File: src/rtl/fetch_unit_if.sv
// Instruction-memory read port between the fetch unit and the instruction memory.
// One request is accepted per req&&ready; exactly one rvalid pulse returns per
// accepted request, in order.
interface fetch_unit_if;
  logic        req;
  logic [31:0] addr;
  logic        ready;
  logic        rvalid;
  logic [31:0] rdata;

  // Fetch side issues requests and consumes read data.
  modport master (
    output req,
    output addr,
    input  ready,
    input  rvalid,
    input  rdata
  );

  // Memory side accepts requests and returns read data.
  modport slave (
    input  req,
    input  addr,
    output ready,
    output rvalid,
    output rdata
  );
endinterface

File: src/rtl/fetch_unit.sv
// Front-end fetch stage: owns the PC, keeps at most one instruction read in
// flight, applies decode predictions and execute corrections, and drives the
// FD pipeline register. A one-entry hold buffer catches a response that returns
// while decode is stalled so nothing is lost or duplicated.
module fetch_unit #(
  parameter logic [31:0] RESET_ADDR = 32'h0000_0000
) (
  input  logic                clk_i,
  input  logic                reset_i,
  input  logic                D_stall_i,
  input  logic                D_flush_i,
  input  logic                D_predictPC_i,
  input  logic [31:0]         D_PCprediction_i,
  input  logic                E_correctPC_i,
  input  logic [31:0]         E_PCcorrection_i,
  fetch_unit_if.master        imem,
  output logic [31:0]         FD_PC_o,
  output logic [31:0]         FD_instr_o,
  output logic                FD_nop_o
);

  localparam logic [31:0] NOP       = 32'h0000_0033;
  localparam logic [31:0] ALIGN     = 32'hFFFF_FFFC;
  localparam logic [31:0] RESET_PC  = RESET_ADDR & ALIGN;

  typedef enum logic [1:0] {
    S_IDLE, // nothing outstanding
    S_WAIT, // one request outstanding, data wanted
    S_DROP, // one request outstanding, data is wrong-path
    S_HOLD  // response captured in the hold buffer during a stall
  } state_e;

  state_e      state_q;
  logic [31:0] pc_q;
  logic [31:0] inflight_pc_q;
  logic [31:0] hold_pc_q;
  logic [31:0] hold_instr_q;
  logic [31:0] fd_pc_q;
  logic [31:0] fd_instr_q;
  logic        fd_nop_q;

  logic        pred_taken;
  logic        redir;
  logic [31:0] tgt;
  logic        slot_free;
  logic        req_d;

  // Target selection and request decision for the current cycle.
  always_comb begin
    // NOTE: every always_comb output gets a default first so no path can infer a latch.
    pred_taken = 1'b0;
    redir      = 1'b0;
    tgt        = pc_q;
    slot_free  = 1'b0;
    req_d      = 1'b0;

    // A prediction only counts for a real, non-stalled instruction in FD.
    pred_taken = D_predictPC_i && !fd_nop_q && !D_stall_i;
    redir      = E_correctPC_i || pred_taken;
    if (E_correctPC_i)   tgt = E_PCcorrection_i & ALIGN;
    else if (pred_taken) tgt = D_PCprediction_i & ALIGN;

    unique case (state_q)
      S_IDLE:         slot_free = 1'b1;
      S_WAIT, S_DROP: slot_free = imem.rvalid;
      // A correction makes the buffered word wrong-path, so it frees the slot even when stalled.
      S_HOLD:         slot_free = !D_stall_i || E_correctPC_i;
      default:        slot_free = 1'b0;
    endcase

    // Data returning into a stalled decode goes to the hold buffer instead of issuing.
    req_d = slot_free &&
            !(state_q == S_WAIT && imem.rvalid && D_stall_i && !redir);
  end

  assign imem.req   = req_d && !reset_i;
  assign imem.addr  = tgt;
  assign FD_PC_o    = fd_pc_q;
  assign FD_instr_o = fd_instr_q;
  assign FD_nop_o   = fd_nop_q;

  // Fetch FSM, PC, hold buffer and FD register.
  always_ff @(posedge clk_i or posedge reset_i) begin
    if (reset_i) begin
      state_q       <= S_IDLE;
      pc_q          <= RESET_PC;
      inflight_pc_q <= 32'h0;
      hold_pc_q     <= 32'h0;
      hold_instr_q  <= NOP;
      fd_pc_q       <= 32'h0;
      fd_instr_q    <= NOP;
      fd_nop_q      <= 1'b1;
    end else begin
      // NOTE: state registers use non-blocking assignments so every read in this block sees pre-edge values.
      if (req_d) begin
        if (imem.ready) begin
          state_q       <= S_WAIT;
          pc_q          <= tgt + 32'd4;
          inflight_pc_q <= tgt;
        end else begin
          // Not accepted: re-drive the same address next cycle unless redirected.
          state_q <= S_IDLE;
          pc_q    <= tgt;
        end
      end else begin
        unique case (state_q)
          S_WAIT: begin
            if (imem.rvalid) begin
              state_q      <= S_HOLD;
              hold_pc_q    <= inflight_pc_q;
              hold_instr_q <= imem.rdata;
            end else if (redir) begin
              state_q <= S_DROP;
              pc_q    <= tgt;
            end
          end
          S_DROP: begin
            if (redir) pc_q <= tgt;
          end
          default: begin
            // IDLE always issues; HOLD just waits for the stall to clear.
          end
        endcase
      end

      // FD update in priority order.
      if (E_correctPC_i || D_flush_i) begin
        fd_nop_q   <= 1'b1;
        fd_instr_q <= NOP;
      end else if (D_stall_i) begin
        fd_nop_q <= fd_nop_q;
      end else if (pred_taken) begin
        fd_nop_q   <= 1'b1;
        fd_instr_q <= NOP;
      end else if (state_q == S_HOLD) begin
        fd_pc_q    <= hold_pc_q;
        fd_instr_q <= hold_instr_q;
        fd_nop_q   <= 1'b0;
      end else if (state_q == S_WAIT && imem.rvalid) begin
        fd_pc_q    <= inflight_pc_q;
        fd_instr_q <= imem.rdata;
        fd_nop_q   <= 1'b0;
      end else begin
        fd_nop_q   <= 1'b1;
        fd_instr_q <= NOP;
      end
    end
  end

endmodule

File: src/flat_wrapper.sv
// flat-port wrapper written by rule: the top's interface ports become plain ports
module fetch_unit_flat 
#(
  parameter logic [31:0] RESET_ADDR = 32'h0000_0000
)
  (clk_i, reset_i, D_stall_i, D_flush_i, D_predictPC_i, D_PCprediction_i, E_correctPC_i, E_PCcorrection_i, FD_PC_o, FD_instr_o, FD_nop_o, imem_req, imem_addr, imem_ready, imem_rvalid, imem_rdata);
  fetch_unit_if imem_i ();
  input  logic clk_i;
  input  logic reset_i;
  input  logic D_stall_i;
  input  logic D_flush_i;
  input  logic D_predictPC_i;
  input  logic [31:0] D_PCprediction_i;
  input  logic E_correctPC_i;
  input  logic [31:0] E_PCcorrection_i;
  output logic [31:0] FD_PC_o;
  output logic [31:0] FD_instr_o;
  output logic FD_nop_o;
  output wire logic [$bits(imem_i.req)-1:0] imem_req;
  output wire logic [$bits(imem_i.addr)-1:0] imem_addr;
  input wire logic [$bits(imem_i.ready)-1:0] imem_ready;
  input wire logic [$bits(imem_i.rvalid)-1:0] imem_rvalid;
  input wire logic [$bits(imem_i.rdata)-1:0] imem_rdata;
  assign imem_req = imem_i.req;
  assign imem_addr = imem_i.addr;
  assign imem_i.ready = imem_ready;
  assign imem_i.rvalid = imem_rvalid;
  assign imem_i.rdata = imem_rdata;
  fetch_unit #(.RESET_ADDR(RESET_ADDR)) u_core (.clk_i(clk_i), .reset_i(reset_i), .D_stall_i(D_stall_i), .D_flush_i(D_flush_i), .D_predictPC_i(D_predictPC_i), .D_PCprediction_i(D_PCprediction_i), .E_correctPC_i(E_correctPC_i), .E_PCcorrection_i(E_PCcorrection_i), .imem(imem_i), .FD_PC_o(FD_PC_o), .FD_instr_o(FD_instr_o), .FD_nop_o(FD_nop_o));
endmodule
File: config.mk
export PLATFORM = sky130hd
export DESIGN_NAME = fetch_unit_flat
export DESIGN_NICKNAME = d
export VERILOG_FILES = /design/src/rtl/fetch_unit_if.sv /design/src/rtl/fetch_unit.sv /design/src/flat_wrapper.sv
export SDC_FILE = /design/constraint.sdc
export NUM_CORES = 1
export LEC_CHECK = 0
export ABC_AREA = 1
export BUFFER_PORTS_ARGS = -buffer_cell sky130_fd_sc_hd__clkbuf_2
export CAP_MARGIN = 10
export CELL_PAD_IN_SITES_DETAIL_PLACEMENT = 1
export CELL_PAD_IN_SITES_GLOBAL_PLACEMENT = 1
export CORE_MARGIN = 4
export CORE_UTILIZATION = 45
export CTS_BUF_LIST = sky130_fd_sc_hd__clkbuf_2 sky130_fd_sc_hd__clkbuf_4 sky130_fd_sc_hd__clkbuf_8
export DETAILED_ROUTE_END_ITERATION = 7
export PLACE_DENSITY = 0.84
export SYNTH_ARGS = -nofsm -noshare
export SYNTH_HDL_FRONTEND = slang
export SYNTH_SLANG_ARGS = --single-unit
File: constraint.sdc
create_clock -name clk_i -period 19.6 [get_ports clk_i]
set_input_delay 3.92 -clock clk_i [delete_from_list [all_inputs] [get_ports clk_i]]
set_output_delay 3.92 -clock clk_i [all_outputs]
set_load 0.05 [all_outputs]
; Word-level counts from Yosys, hierarchy flattened
; Cells that the tools add are included.
; W data, S select, Z words.
[word_totals]
reg_bits = 195
wordCells = 69
[op_classes]
n_addsub = 1
eq_ne = 5
mux = 25
bitwise_logic = 4
reduce_logical = 26
[op_table]
columns = op, count
row1 = $mux W32, 13
row2 = $pmux W32 S2, 1
row3 = $add A32 B3 Y32 const B, 1
row4 = $mux W2, 4
row5 = $logic_and A1 B1 Y1, 7
row6 = $mux W1, 6
row7 = $reduce_and A2 Y1, 3
row8 = $reduce_bool A3 Y1, 2
row9 = $logic_not A1 Y1, 5
row10 = $eq A2 B2 Y1 const B, 2
row11 = $not A1 Y1, 4
row12 = $reduce_and A4 Y1, 1
row13 = $reduce_bool A2 Y1, 2
row14 = $logic_or A1 B1 Y1, 3
row15 = $ne A3 B2 Y1 const B, 1
row16 = $pmux W1 S3, 1
row17 = $reduce_and A3 Y1, 1
row18 = $eq A2 B1 Y1 const B, 1
row19 = $logic_not A2 Y1, 1
row20 = $ne A2 B1 Y1 const B, 1
row21 = $reduce_or A2 Y1, 1

; Logic depth before layout (Yosys ltp)
; Gate-level depths: netlist of run 1.
[logic_depth]
word_depth = 10
depth_mapped = 17

; Worst setup path after synthesis of run 1
; Ideal clock, no wire load.
[synth_path]
path_kind = input port to output port
startpoint = input port E_correctPC_i
endpoint = output port imem_addr[31]
arrival_ns = 5.748
required_ns = 15.680
path_slack_ns = 9.932
stages = 6
cell_sequence = buf_6 inv_4 buf_6 buf_4 buf_2 o21ai_0
[synth_via]
elab_chain_len = 1
[synth_rtl]
columns = item, line
row1 = start: declaration, flat_wrapper.sv:14  ; input logic E_correctPC_i;
row2 = $mux W32, fetch_unit.sv:60  ; if (E_correctPC_i) tgt = E_PCcorrection_i & ALIGN;
row3 = end: declaration, flat_wrapper.sv:20  ; output wire logic [$bits(imem_i.addr)-1:0] imem_addr;
; No other way between the ends.

; Final worst setup path of run 1
[layout_path]
startpoint = input port E_correctPC_i
endpoint = output port imem_req
[layout_via]
elab_chain_len = 6
word_cells_on_any_way = 8
[layout_rtl]
columns = item, line
row1 = $logic_or A1 B1 Y1, fetch_unit.sv:59  ; redir = E_correctPC_i || pred_taken;
row2 = $logic_not A1 Y1, fetch_unit.sv:73  ; !(state_q == S_WAIT && imem.rvalid && D_stall_i && !redir);
row3 = $logic_and A1 B1 Y1, fetch_unit.sv:73
row4 = $logic_not A1 Y1, fetch_unit.sv:73
row5 = $logic_and A1 B1 Y1 *, fetch_unit.sv:72  ; req_d = slot_free &&
row6 = $logic_and A1 B1 Y1 *, fetch_unit.sv:76  ; assign imem.req = req_d && !reset_i;
row7 = end: declaration, flat_wrapper.sv:19  ; output wire logic [$bits(imem_i.req)-1:0] imem_req;
; Every way passes the cells marked *; elsewhere a longest branch is shown, timed or not.

==> impl_metrics.toml, run 1 <==
[synth]
synth_edf_count = 0
seq_area_frac_synth_pct = 49.7
async_flop_share_pct = 100
ys_ff_latch = 195
yosys_warnings = 0
syn-num-nets = 1304
syn_area_per_cell_sq_um = 8.22
ys_types = 38
ys.flop_type = "dfrtp_1"
synth_area_sq_um = 9830
synthCells = 1196

[cts]
cts-root-buf = "clkbuf_8"
cts_sinks = 195
h-tree-depth = 4
cts_hold_buffers = 0
post-cts-setup-buffers = 0
clockBufferDepth = 2
cts_tree = "done"
cts-buffers-inserted = 17
clk_pin_slew_ps = 110
clkLatencyLatePin_ps = 480
cts_resized = 0

[timing]
fin_crit_ps = 9720
fin_skew_ps = 20.1
hold_viol_final = 0
tightest_slew_ps = 1120
slew_headroom_pct = 25.2
setup_tns_ps = 0
post-route-period-util_pct = 49.6
final_max_slew_viol_count = 0
max_freq_mhz = 103
setup_viol = 0
rsz0062_at_grt = "false"

[power]
p_int_mw = 0.886
switching_share_pct = 47.9
combPwrFrac_pct = 46.1
finalPower_mw = 1.70
p_switching_mw = 0.813
irDropWorstVdd_mv = 0.0570
pwr-share-seq_pct = 38.5
p_clk_share_pct = 15.5
leakagePower_nw = 5.65
power_density_nw_per_um2 = 150

[grt]
grt.overflow.total = 0
antenna_found_initial = 1
grt_first_pass_wirelength_um = 47700
grt_start_max_net_pins = 119
track_usage_pct = 24.3
grt_pass1_vias = 9350

[drt]
wl_um = 28900
vias = 8681
drt_first_pass_iters = 4
drtIter0Drc = 480
via_per_inst = 5.28
drcViolationCount = 0
wl_per_cell_um = 17.6
ant_nets = 0

[setup_path]
worst_setup_path_end_kind = "output pin"
crit_arrival_ps = 5800
path_common_cell = "nand2_1"
path_buf_inv = 3
path_max_fanout = 49
cpPeakStageDelay_ps = 520
startpoint_type = "input pin"
crit_required_ps = 15680
crit_chain = "clkbuf_2, inv_4, nand2_1, nand2_1, nand2_1, nand2_1, nor2_1, clkbuf_2"
critical_path_class = "in2out"
path_delay_family = "buffers and inverters"
crit_slowest_cell = "clkbuf_2"

[die]
die_area_sq_um = 24300
core-area_sq_um = 21300
ios = 202
die_y_um = 156
die_width_um = 156
initial_utilization_pct = 46.2
rows = 53

[finish]
n_antenna_cell = 0
area_delta_synth_final_pct = 15.1
fill_cells = 2672
nets = 1465
drive_above_1_share_pct = 24.6

[job]
maxCapViolCount = 0

[min_path]
hp-class = "reg2reg"

[place]
io_buffers = 197
dp_hpwl_um = 20400
gp_congestion = 0.827

[run_status]
status = "finished clean"
==> Yosys cell counts (4+ instances only) <==
cell      instances  area [sq um]
buf_2            19          95.1
a31oi_1          35           219
or2_2            10          62.6
nor2_2           13          81.3
clkbuf_1         29           109
ha_1              4          50.1
nand3_1          83           415
inv_2             8          30.0
nand4_1          12          75.1
dfstp_2           9           236
dfrtp_1         186          4650
buf_6             6          67.6
nor2_1           84           315
mux2_2           36           405
nand3b_1         18           135
inv_1           102           383
nand2_1         354          1330
o21ai_1          10          50.1
mux2i_1          27           270
buf_4             5          37.5
nand2_2          15          93.8
o21ai_0          99           495
a21oi_1          10          50.1
==> logic make-up after synthesis <==
kind of cell	Yosys count	synth area share, %
AND/OR/NAND/NOR	595	26.2
buffers and inverters	174	7.56
AO/OA/AOI/OAI	163	8.98
multiplexers	63	6.87
adder cells (fa/ha/maj)	4	0.509
XOR/XNOR	2	0.178
flip-flops	195	49.7
==> power by group through the flow <==
stage | Clock, mW | Sequential [mW] | Combinational [mW]
after floorplan | 0 | 0.770 | 0.457
final | 0.263 | 0.653 | 0.783
after global routing | 0.284 | 0.674 | 0.865
after detailed placement | 0 | 0.660 | 0.786
after global placement | 0 | 0.647 | 0.761
after CTS | 0.267 | 0.653 | 0.791
==> registers in the layout, indices dropped and copies added (netlist names) <==
| signal | count |
|---|---|
| u_core.FD_PC_o | 32 |
| u_core.FD_instr_o | 32 |
| u_core.FD_nop_o | 1 |
| u_core.hold_instr_q | 32 |
| u_core.hold_pc_q | 32 |
| u_core.inflight_pc_q | 32 |
| u_core.pc_q | 32 |
| u_core.state_q | 2 |
==> path summary, 6_finish.rpt <==
kind	endpoint	start	cells past startpoint	slack (ps)
worst max-delay path	imem_req	E_correctPC_i	8	9880
worst min-delay path	u_core.pc_q[24]	u_core.pc_q[24]	2	500
worst max register to register	u_core.FD_PC_o[2]	u_core.state_q[0]	8	15080
worst min register to register	u_core.pc_q[24]	u_core.pc_q[24]	2	500
max in group asynchronous	u_core.pc_q[23]	reset_i	3	14430
min in group asynchronous	u_core.hold_instr_q[11]	reset_i	2	3630
==> layout by cell type, fill, tap and decap left out, drive strengths merged <==
master | synthesis | final
dfstp | 9 | 9
clkinv | 1 | 7
mux2 | 36 | 36
o21ai | 109 | 109
a31oi | 35 | 35
dfrtp | 186 | 186
nand3 | 86 | 86
mux2i | 27 | 27
a21oi | 10 | 10
or2 | 11 | 11
nand4 | 12 | 12
o22ai | 1 | 1
o22a | 2 | 2
nor2 | 98 | 98
inv | 111 | 119
xnor2 | 2 | 2
clkinvlp | 0 | 1
ha | 4 | 4
o31ai | 2 | 2
a211oi | 2 | 2
o21bai | 1 | 1
o211ai | 1 | 1
nand2 | 370 | 370
buf | 33 | 7
nand3b | 18 | 18
clkbuf | 29 | 214
==> per-layer routing <==
| metal | track usage [%] | vias up | share of wire (%) |
|---|---|---|---|
| met5 | 0 | - | 0.045 |
| met4 | 5.63 | 2 | 1.4 |
| met3 | 4.55 | 31 | 4.5 |
| met2 | 41.1 | 197 | 48 |
| met1 | 32.5 | 4261 | 46 |
| li1 | - | 4190 | - |
==> worst reg2reg max path, stage by stage (launching register included) <==
cell and delay [ps]:
dfrtp_1 440, ha_4 160, buf_4 710, inv_2 620, a211oi_1 380, nand2_1 670, inv_2 1130, nor2_1 120
a31oi_1 200
==> stage by stage <==
| step | hold WS, ps | utilization [%] | cells | setup WS [ps] | cell area [sq um] |
|---|---|---|---|---|---|
| 2_1_floorplan | 448 | - | 1196 | 9930 | 9830 |
| 3_3_place_gp | 461 | 51.3 | 1613 | 9860 | 10900 |
| 3_5_place_dp | 465 | 51.3 | 1613 | 9850 | 10900 |
| 4_1_cts | 495 | 53.2 | 1645 | 9850 | 11300 |
| 5_1_grt | 513 | 53.2 | 1645 | 9670 | 11300 |
| 6_report | 496 | 53.2 | 1645 | 9880 | 11300 |
==> area by class of cell <==
cell class	count	area [sq um]	share of cell area, %
flip-flops and latches	195	4890	43.2
multi-input cells	827	4220	37.3
repair buffers	204	1040	9.17
inverters	112	430	3.80
well taps	275	344	3.04
clock buffers	17	234	2.07
clock inverters	15	161	1.43
Power figures use the tool's default switching activity.
==> run 2: changes to the inputs <==
Settings changed: ABC_AREA 1 to 0, CORE_UTILIZATION 45 to 39, PLACE_DENSITY 0.84 to 0.75.
Clock period 19.6 ns to 8.1 ns, I/O delays scaled along.
==> run 2 against run 1 <==
Final cell count down 14%. Non-clock buffer count grew 4. Flip-flop and latch count unchanged. Power increased by 140%. First-iteration DRC count fell by 16%. Die area grew 9.7%. Clock power increased to 2.6 times the previous value. Critical endpoint is now imem_addr[31]. Largest cell class unchanged.
==> impl_metrics.toml, run 2 <==
[setup_path]
r2r-end = "u_core.pc_q[30]"
timing.rr.start = "u_core.FD_nop_o"
cp-startpoint = "D_stall_i"
rrSetupSlack_ps = 4100
path_max_fanout = 19
worst_setup_path_end_kind = "output pin"
crit_required_ps = 6480
critical_path_class = "in2out"
r2r_cells = 9
setup.worst_path.end = "imem_addr[31]"
startpoint_type = "input pin"
crit_arrival_ps = 3680

[power]
power_density_nw_per_um2 = 365
leakagePower_nw = 5.07
irDropWorstVdd_mv = 0.151
finalPower_mw = 4.05

[timing]
whs_ps = 485
slew_headroom_pct = 29.9
tightest_slew_ps = 1050
fin_crit_ps = 5300
hold_viol_final = 0
rsz0062_at_grt = "false"
final_max_slew_viol_count = 0
fin_skew_ps = 20.9
max_freq_mhz = 189
worst_slack_ps = 2800
setup_tns_ps = 0
setup_viol = 0
post-route-period-util_pct = 65.4

[cts]
clockBufferDepth = 2
cts-buffers-inserted = 17
post-cts-setup-buffers = 0
clk_pin_slew_ps = 100
cts_sinks = 195
h-tree-depth = 4
cts_tree = "done"
cts_resized = 0
clkLatencyLatePin_ps = 470
cts_hold_buffers = 0
cts-root-buf = "clkbuf_8"

[drt]
via_per_inst = 5.13
wl_um = 25200
ant_nets = 0
drt_first_pass_iters = 4
wl_per_cell_um = 17.8
vias = 7249
drcViolationCount = 0
drtIter0Drc = 404

[finish]
area_delta_synth_final_pct = 18.0
drive_above_1_share_pct = 32.4
final_common_cell = "clkbuf_2"
nets = 1187
finalInstanceArea_sq_um = 11100
final_cell_mix = "clkbuf_2 (197), dfrtp_1 (186), nand2_1 (173), o21ai_0 (84), mux2i_1 (71)"
fill_cells = 2743

[synth]
ys.flop_type = "dfrtp_1"
ys_types = 50
seq_area_frac_synth_pct = 52.1
synthCells = 907
synth_top_area_share_pct = 49.5
synth.area.top_cells = "dfrtp_1 (50%), mux2_2 (8.0%), mux2i_1 (7.6%), nand2_1 (7.0%), o21ai_0 (4.5%)"
synth_area_sq_um = 9400
syn-num-nets = 1015
synthDominantAreaCellType = "dfrtp_1"
synthTopCellsByCount = "dfrtp_1 (186), nand2_1 (174), o21ai_0 (84), mux2i_1 (71), mux2_2 (67)"
ys_ff_latch = 195
async_flop_share_pct = 100
yosys_warnings = 0
synth_edf_count = 0
synth_most_common_cell = "dfrtp_1"
syn_area_per_cell_sq_um = 10.4

[die]
core-area_sq_um = 23600
ios = 202
die_width_um = 163
die_area_sq_um = 26600
die_y_um = 163
rows = 56
initial_utilization_pct = 39.8

[grt]
antenna_found_initial = 0
grt_first_pass_wirelength_um = 41000
track_usage_pct = 19.2
grt_pass1_vias = 7532
grt_start_max_net_pins = 115
grt.overflow.total = 0

[place]
gp_congestion = 0.792
dp_hpwl_um = 17800
io_buffers = 197
place_ws_ps = 2840
place_area_sq_um = 10700

[job]
maxCapViolCount = 0

[min_path]
hp-class = "reg2reg"

[run_status]
status = "finished clean"
run 2: changes by cell type in the layout (fill, tap and decap cells not counted), moves of 24 or more:
cell     delta
nand2_1   -180
mux2_2     +31
nor2_1     -35
inv_1      -82
nand3_1    -76
mux2i_1    +44
a21oi_1    +24
run 2: cell families after synthesis:
logic type      Yosys count  share of synthesized area (%)
compound gates          170                           10.9
xor+xnor                 17                           1.58
fa+ha+maj                 4                          0.533
buf+inv                  75                           3.46
flops                   195                           52.1
mux                     138                           15.6
simple gates            308                           15.8
run 2: power by group:
| part | total (mW) | internal [mW] | switching (mW) |
|---|---|---|---|
| Sequential | 1.60 | 1.37 | 0.230 |
| Combinational | 1.75 | 0.591 | 1.16 |
| Clock | 0.696 | 0.325 | 0.372 |
| Total | 4.05 | 2.29 | 1.76 |
run 2: final cells by class:
| cell class | instances | area (sq um) | area share [%] |
|---|---|---|---|
| Timing Repair Buffer | 208 | 1070 | 9.63 |
| Multi-Input combinational cell | 637 | 4210 | 37.9 |
| Tap cell | 319 | 399 | 3.60 |
| Clock inverter | 14 | 191 | 1.73 |
| Clock buffer | 18 | 248 | 2.23 |
| Sequential cell | 195 | 4890 | 44.1 |
| Antenna cell | 1 | 2.50 | 0.0226 |
| Inverter | 20 | 82.6 | 0.745 |
run 2: worst min-delay path by stage:
stage	start	end	slack, ps	cells after the start
finish	u_core.FD_instr_o[29]	u_core.FD_instr_o[29]	490	2
global route	u_core.FD_instr_o[24]	u_core.FD_instr_o[24]	510	2
CTS	u_core.FD_PC_o[9]	u_core.FD_PC_o[9]	490	2
detailed placement	u_core.FD_instr_o[29]	u_core.FD_instr_o[29]	470	2
global placement	u_core.FD_instr_o[31]	u_core.FD_instr_o[31]	460	2
floorplan	u_core.inflight_pc_q[19]	u_core.inflight_pc_q[19]	460	2
run 2: critical path, cell delays in order:
cell	delay (ps)
clkbuf_2	220
or3b_1	560
buf_4	290
mux2i_1	140
o21ai_0	450
clkbuf_2	380
run 2: routing by layer:
| layer | global-route usage (%) | share of wire [%] | vias to the layer above |
|---|---|---|---|
| met1 | 27.1 | 48 | 3561 |
| met4 | 4.50 | 1.1 | 0 |
| met3 | 4.92 | 5.7 | 16 |
| met5 | 0 | 0 | - |
| li1 | - | - | 3485 |
| met2 | 30.1 | 45 | 187 |
run 2: stage by stage:
stage | std cells | utilization [%]
floorplan | 907 | -
detailed placement | 1379 | 45.1
global placement | 1379 | 45.1
CTS | 1411 | 47.0
finish | 1412 | 47.0
global route | 1411 | 47.0
==> run 3: changes to the inputs <==
Settings changed: ABC_AREA 0 to 1, CORE_UTILIZATION 39 to 38, PLACE_DENSITY 0.75 to 0.76.
Clock period 8.1 ns to 4.3 ns, I/O delays scaled along.
==> run 3 against run 2 <==
Combinational power up 100%. Count of clock-buffer cells in the layout is 1 lower. First-iteration DRC count up 5.4%. Clock power increased by 90%. Die area increased by 7.0%.
==> impl_metrics.toml, run 3 (synthesis results as in run 1) <==
[die]
ios = 202
rows = 58
die_area_sq_um = 28500
die_width_um = 169
core-area_sq_um = 25300
initial_utilization_pct = 38.8
die_y_um = 169

[finish]
fill_cells = 3116
drive_above_1_share_pct = 25.0
area_delta_synth_final_pct = 17.3
n_antenna_cell = 0
final_cell_mix = "nand2_1 (353), clkbuf_2 (197), dfrtp_1 (186), inv_1 (101), o21ai_0 (99)"
final_common_cell = "nand2_1"
nets = 1472
finalInstanceArea_sq_um = 11500

[setup_path]
critical_path_class = "reg2out"
cp-startpoint = "u_core.FD_nop_o"
setup.worst_path.end = "imem_addr[31]"
crit_required_ps = 3440
rrSetupSlack_ps = 1010
path_max_fanout = 24
r2r-end = "u_core.pc_q[14]"
worst_setup_path_end_kind = "output pin"
crit_arrival_ps = 2820
timing.rr.start = "u_core.FD_nop_o"
r2r_cells = 16
startpoint_type = "flip-flop"

[cts]
cts-buffers-inserted = 17
cts_sinks = 195
clkLatencyLatePin_ps = 460
clockBufferDepth = 2
cts-root-buf = "clkbuf_8"
post-cts-setup-buffers = 0
cts_resized = 0
cts_hold_buffers = 0
h-tree-depth = 4
cts_tree = "done"
clk_pin_slew_ps = 110

[drt]
drcViolationCount = 0
top_layer_used = "met4"
drt_first_pass_iters = 4
wl_per_cell_um = 17.2
wl_met2_um = 14000
ant_nets = 0
wl_met3_um = 1440
drtIter0Drc = 426
via_per_inst = 5.06
wl_met1_um = 13700
wl_um = 29300
vias = 8634

[timing]
hold_viol_final = 0
fin_crit_ps = 3680
fin_skew_ps = 20.3
tightest_slew_ps = 887
setup_viol = 0
post-route-period-util_pct = 85.6
slew_headroom_pct = 40.9
max_freq_mhz = 272
rsz0062_at_grt = "false"
final_max_slew_viol_count = 0
setup_tns_ps = 0

[power]
irDropWorstVdd_mv = 0.245
leakagePower_nw = 5.72
power_density_nw_per_um2 = 679

[grt]
track_usage_pct = 20.8
grt.overflow.total = 0
grt_start_max_net_pins = 75
grt_pass1_vias = 9117
grt_first_pass_wirelength_um = 48200
antenna_found_initial = 0

[job]
maxCapViolCount = 0

[place]
dp_hpwl_um = 21100
place_area_sq_um = 11100
gp_congestion = 0.821
io_buffers = 197

[min_path]
hp-class = "reg2reg"

[run_status]
status = "finished clean"
==> run 3: where the power goes <==
group          internal [mW]  switching [mW]  total [mW]
Clock                  0.561           0.754        1.32
Sequential              2.58           0.390        2.97
Combinational           1.02            2.52        3.54
==> run 3: worst min-delay path by stage <==
stage	from	to	slack, ps	cells after the start
after floorplan	u_core.hold_instr_q[31]	u_core.hold_instr_q[31]	450	2
after global placement	u_core.hold_instr_q[5]	u_core.hold_instr_q[5]	460	2
after detailed placement	u_core.pc_q[21]	u_core.pc_q[21]	470	2
after CTS	reset_i	u_core.inflight_pc_q[7]	500	2
after global routing	u_core.hold_pc_q[24]	u_core.hold_pc_q[24]	510	2
final	u_core.hold_instr_q[0]	u_core.FD_instr_o[0]	490	2
==> run 3: layout make-up <==
type / instances / area (sq um) / area share (%)
Timing Repair Buffer: 211 / 1140 / 9.89
Inverter: 112 / 427 / 3.70
Sequential cell: 195 / 4890 / 42.4
Clock inverter: 15 / 209 / 1.81
Multi-Input combinational cell: 827 / 4220 / 36.6
Tap cell: 330 / 413 / 3.58
Clock buffer: 17 / 234 / 2.03
==> run 3: layer usage <==
metal | up-vias | global-route usage [%]
li1 | 4211 | -
met1 | 4220 | 28.9
met2 | 192 | 34.3
met3 | 11 | 3.90
met4 | 0 | 3.95
met5 | - | 0
==> run 3: stage by stage <==
step / power [mW] / setup WS [ps] / instances / hold WS (ps) / utilization, %
2_1_floorplan: 5.59 / 752 / 1196 / 448 / -
3_3_place_gp: 6.44 / 951 / 1675 / 462 / 43.8
3_5_place_dp: 6.59 / 849 / 1675 / 471 / 43.8
4_1_cts: 7.93 / 581 / 1707 / 495 / 45.6
5_1_grt: 8.44 / 471 / 1707 / 515 / 45.6
6_report: 7.83 / 619 / 1707 / 490 / 45.6
==> run 3: critical path, cell delays in order (launching register included) <==
cell and delay [ps]:
dfstp_2 390, inv_2 380, nand3_4 420, inv_2 350, o211ai_1 110, o21ai_0 290, clkbuf_2 400
